==> config.mk <==
export PLATFORM = sky130hd
export DESIGN_NAME = decimator
export DESIGN_NICKNAME = d
export VERILOG_FILES = /design/src/rtl/decimator.sv
export SDC_FILE = /design/constraint.sdc
export NUM_CORES = 1
export LEC_CHECK = 0
export BUFFER_PORTS_ARGS = -buffer_cell sky130_fd_sc_hd__buf_4
export CAP_MARGIN = 10
export CORE_ASPECT_RATIO = 1.2
export CORE_MARGIN = 5
export CORE_UTILIZATION = 55
export DETAILED_ROUTE_END_ITERATION = 8
export PLACE_DENSITY_LB_ADDON = 0.05
export SLEW_MARGIN = 20
export SYNTH_ARGS = -nofsm -noshare
export SYNTH_HDL_FRONTEND = slang
export SYNTH_SLANG_ARGS = --single-unit
export TNS_END_PERCENT = 30
==> constraint.sdc <==
create_clock -name clk -period 3.5 [get_ports clk]
set_input_delay 0.175 -clock clk [delete_from_list [all_inputs] [get_ports clk]]
set_output_delay 0.175 -clock clk [all_outputs]
set_load 0.02 [all_outputs]
==> src/rtl/decimator.sv <==
// decimator: groups 2^k accepted samples and emits one pick/average/peak result per group
module decimator #(
    parameter int WIDTH    = 10,
    parameter int MAX_LOG2 = 4,
    localparam int FW = (MAX_LOG2 > 0) ? $clog2(MAX_LOG2 + 1) : 1,
    localparam int CW = (MAX_LOG2 > 0) ? MAX_LOG2 : 1,
    localparam int SW = WIDTH + MAX_LOG2
) (
    input  logic                    clk,
    input  logic                    rst,
    input  logic                    en,
    input  logic                    flush,
    input  logic [1:0]              mode,
    input  logic [FW-1:0]           factor_log2,
    input  logic signed [WIDTH-1:0] data_in,
    output logic signed [WIDTH-1:0] data_out,
    output logic                    valid_out
);
    logic [CW-1:0]           cnt;
    logic [1:0]              mode_q;
    logic [1:0]              mode_eff;
    logic [FW-1:0]           f_q;
    logic [FW-1:0]           f_in;
    logic [FW-1:0]           f_eff;
    logic signed [SW-1:0]    acc;
    logic signed [SW-1:0]    acc_base;
    logic signed [SW-1:0]    din_x;
    logic signed [SW-1:0]    sum;
    logic signed [WIDTH-1:0] peak;
    logic signed [WIDTH-1:0] peak_nx;
    logic signed [WIDTH-1:0] result;
    logic                    first;
    logic                    last;

    // Index 0 uses the live mode/factor (they are latched on that same edge);
    // later indices use the latched copies so mid-group changes wait a group.
    always_comb begin
        first    = cnt == '0;
        f_in     = (factor_log2 > FW'(MAX_LOG2)) ? FW'(MAX_LOG2) : factor_log2;
        f_eff    = first ? f_in : f_q;
        mode_eff = first ? mode : mode_q;
        last     = cnt == ~({CW{1'b1}} << f_eff);
        din_x    = {{MAX_LOG2{data_in[WIDTH-1]}}, data_in};
        acc_base = first ? '0 : acc;
        sum      = acc_base + din_x;
        peak_nx  = (first || data_in > peak) ? data_in : peak;
        result   = (mode_eff == 2'd1) ? WIDTH'(sum >>> f_eff) :
                   (mode_eff == 2'd2) ? peak_nx : data_in;
    end

    // Group state and registered output; flush drops the partial group but keeps data_out.
    always_ff @(posedge clk) begin
        if (rst) begin
            cnt       <= '0;
            mode_q    <= '0;
            f_q       <= '0;
            acc       <= '0;
            peak      <= '0;
            data_out  <= '0;
            valid_out <= 1'b0;
        end else if (flush) begin
            cnt       <= '0;
            acc       <= '0;
            peak      <= '0;
            valid_out <= 1'b0;
        end else begin
            valid_out <= en && last;
            if (en) begin
                if (first) begin
                    mode_q <= mode;
                    f_q    <= f_in;
                end
                cnt  <= last ? '0 : cnt + CW'(1);
                acc  <= sum;
                peak <= peak_nx;
                if (last) data_out <= result;
            end
        end
    end
endmodule

==> run metrics <==
status finished with violations; failing checks negative setup slack; Setup TNS -0.03037 ns; Max-slew headroom between 40% and 50%; most frequent cell after synthesis nor2_1; Max Slew Vio Count 0; Setup Viol. Count Final 3; vias in the first global route 3,444; Die Y approximately 100 um; hpwl dp 7748 um; Cell Pwr Density between 200 and 300 nW/um^2; FF/Latch Area between 800 and 900 sq um; R2R Path End data_out[9]; maximum buffer depth of the clock tree 2; post-route DRC violation count 0; hold path depth 3; crit share post-route 100.6%; Placement Setup Slack -0.1831 ns; Synth Flop Type dfxtp_1; Worst EP required approximately 3.7 ns; FF-to-FF path depth 15; Antenna Cells 0; number of CTS-inserted buffers 5; Final GP Congestion 0.9080; Remaining Overflow, GRT 0; post-synthesis register bit count 44; Area Overhead vs Synth 20.49%; IO Port Bufs 29; Least-Margin Pin Slew roughly 0.76 ns; drt initial violations about 240; endpoint class of the critical path register; fmax about 280 MHz; Max-cap violations 0; Clock Latency Late Sink between 0.3 and 0.4 ns; crit-path max FO 7; layout cells sized above 1 around a quarter; DIE AREA 8502 sq um; Synth Instances 462; arrival time at the worst endpoint 3.72 ns; final hold slack about 0.13 ns; Worst Hold Launch mode[0]; first-pass iteration count of the detailed router 5; post-route minimum period between 3 and 4 ns; Post-synth ARST share 0%; worst hold-check path type in2reg; sequential fraction of the synthesis area between 20% and 30%; Total GRT Usage 23.73%; Hold Path End mode_q[0]; Post-DRT Antenna Nets 0; Setup CP Type reg2reg; IO Count 30; count of final hold-check violations 0; Area contributors post-synth dfxtp_1 24%, ha_1 8.4%, mux2i_1 7.8%; Worst Slack Setup Final -0.02107 ns; DR vias around 3,600; leakage power roughly 1.9 nW; Max VDD drop between 0.2 and 0.25 mV; average cell area after synthesis around 8 sq um; Die X 85.01 um; vias per cell between 5 and 6; TritonCTS Sinks 44; Yosys cell types 80; Routed WL 10,130 um; Multi-input gate area 2730 sq um; Synth Cell Area roughly 3700 sq um; root buf cell clkbuf_8; post-synth top area share approximately a quarter; startpoint types register; Site Rows 32; yosys warns 0; CTS tree yes; Post-synth EDFFs 0; first-pass GRT wire length ~16,000 um; CTS clk-pin slew, worst paths roughly 0.09 ns; worst r2r src cnt[1]; most common library cells after synthesis 65 x nor2_1, 44 x dfxtp_1, 33 x nand2_1; RSZ-0062 raised after global routing yes; fill count 548; clock skew 0.01111 ns; CTS H-Tree Depth 2; flop2flop setup slack -0.02 ns; Final nets 560; Routed WL per cell approximately 17 um; total power ~1.3 mW; initial antenna violation count 0; Initial Util 57.25%; Synth area leader dfxtp_1; Core Box Area between 6000 and 7000 sq um; fin util between 60 and 70%; Net Count, Synth ~510; largest net degree at the start of global routing 32
## layer usage
metal,GRT usage (%),vias to the layer above,share of wire [%]
li1,-,1790,-
met1,28.69,1702,43
met2,42.11,74,51
met3,3.284,18,3.3
met4,9.379,0,2.7
met5,0,-,0
## registers in the layout, indices dropped and copies added, names as in the netlist
register / flops
cnt: 4
valid_out: 1
data_out: 10
f_q: 3
acc: 14
mode_q: 2
peak: 10
## worst max-delay path, cell delays in order, from the launching register on
cell	delay, ns
dfxtp_4	0.36
inv_4	0.05
ha_4	0.13
or3b_4	0.43
and2_4	0.17
ha_4	0.15
inv_2	0.05
fa_2	0.20
nor2b_2	0.05
o2111a_2	0.27
or4b_4	0.57
nand4_1	0.11
or3b_4	0.42
mux2i_1	0.21
o221a_2	0.22
a21boi_2	0.04
## placed cells by master (no fill, tap or decap), types with 3 or more instances in the layout
cell and instances:
o21ai_0 10, dfxtp_1 42, a21oi_1 16, and3_1 3, nand2_1 32, a21o_1 3
or2_2 3, ha_1 20, buf_4 74, and2_1 13, inv_1 20, a221oi_2 4
nand3b_1 3, o21a_1 4, xnor2_1 7, ha_4 4, nor2b_1 4, a211oi_1 14
xor2_1 4, clkbuf_8 5, a221o_1 3, nand3_1 12, a221oi_1 4, nand2b_1 10
nor2_1 64, mux2i_1 29, o21ai_1 4, nand4_1 5, nor3_1 8, a31oi_1 6
or3_1 3, o211ai_1 10
## logic make-up after synthesis
kind of cell | share of synthesized area [%]
xor+xnor | 3.268
compound gates | 23.92
fa+ha+maj | 8.962
buf+inv | 6.233
flops | 23.72
simple gates | 24.87
mux | 9.030
## what timing repair did
item | CTS | global route
pin swaps | 7 | 4
gates resized for setup | 6 | 12
setup endpoints to repair | 7 | 7
setup buffers | 2 | 2
hold buffers | 0 | 0
## how the worst max path moves through the flow
stage | cells past startpoint | start | slack (ns) | endpoint
after floorplan | 17 | cnt[1] | -0.09 | data_out[9]
after global routing | 15 | cnt[0] | -0.16 | data_out[6]
final | 15 | cnt[1] | -0.02 | data_out[9]
after CTS | 15 | cnt[1] | -0.01 | data_out[9]
after detailed placement | 15 | cnt[1] | -0.18 | data_out[6]
after global placement | 15 | cnt[1] | -0.15 | data_out[6]
## layout make-up
class | count | area share, %
clock buffer | 6 | 1.622
clock inverter | 2 | 0.7830
inverter | 23 | 1.985
multi-input combinational | 367 | 61.02
sequential | 44 | 19.80
tap | 85 | 2.377
timing repair buffer | 74 | 12.42
## where the power goes
| group | total [mW] | internal (mW) | switching, mW |
|---|---|---|---|
| clock network | 0.395 | 0.212 | 0.183 |
| logic | 0.345 | 0.149 | 0.196 |
| registers | 0.529 | 0.516 | 0.0126 |
## per-stage QoR
step	cell area, sq um	instances
after floorplan	3809	462
after global routing	4474	601
after detailed placement	4272	589
after global placement	4272	589
final	4474	601
after CTS	4418	599
Power figures use the tool's default switching activity.
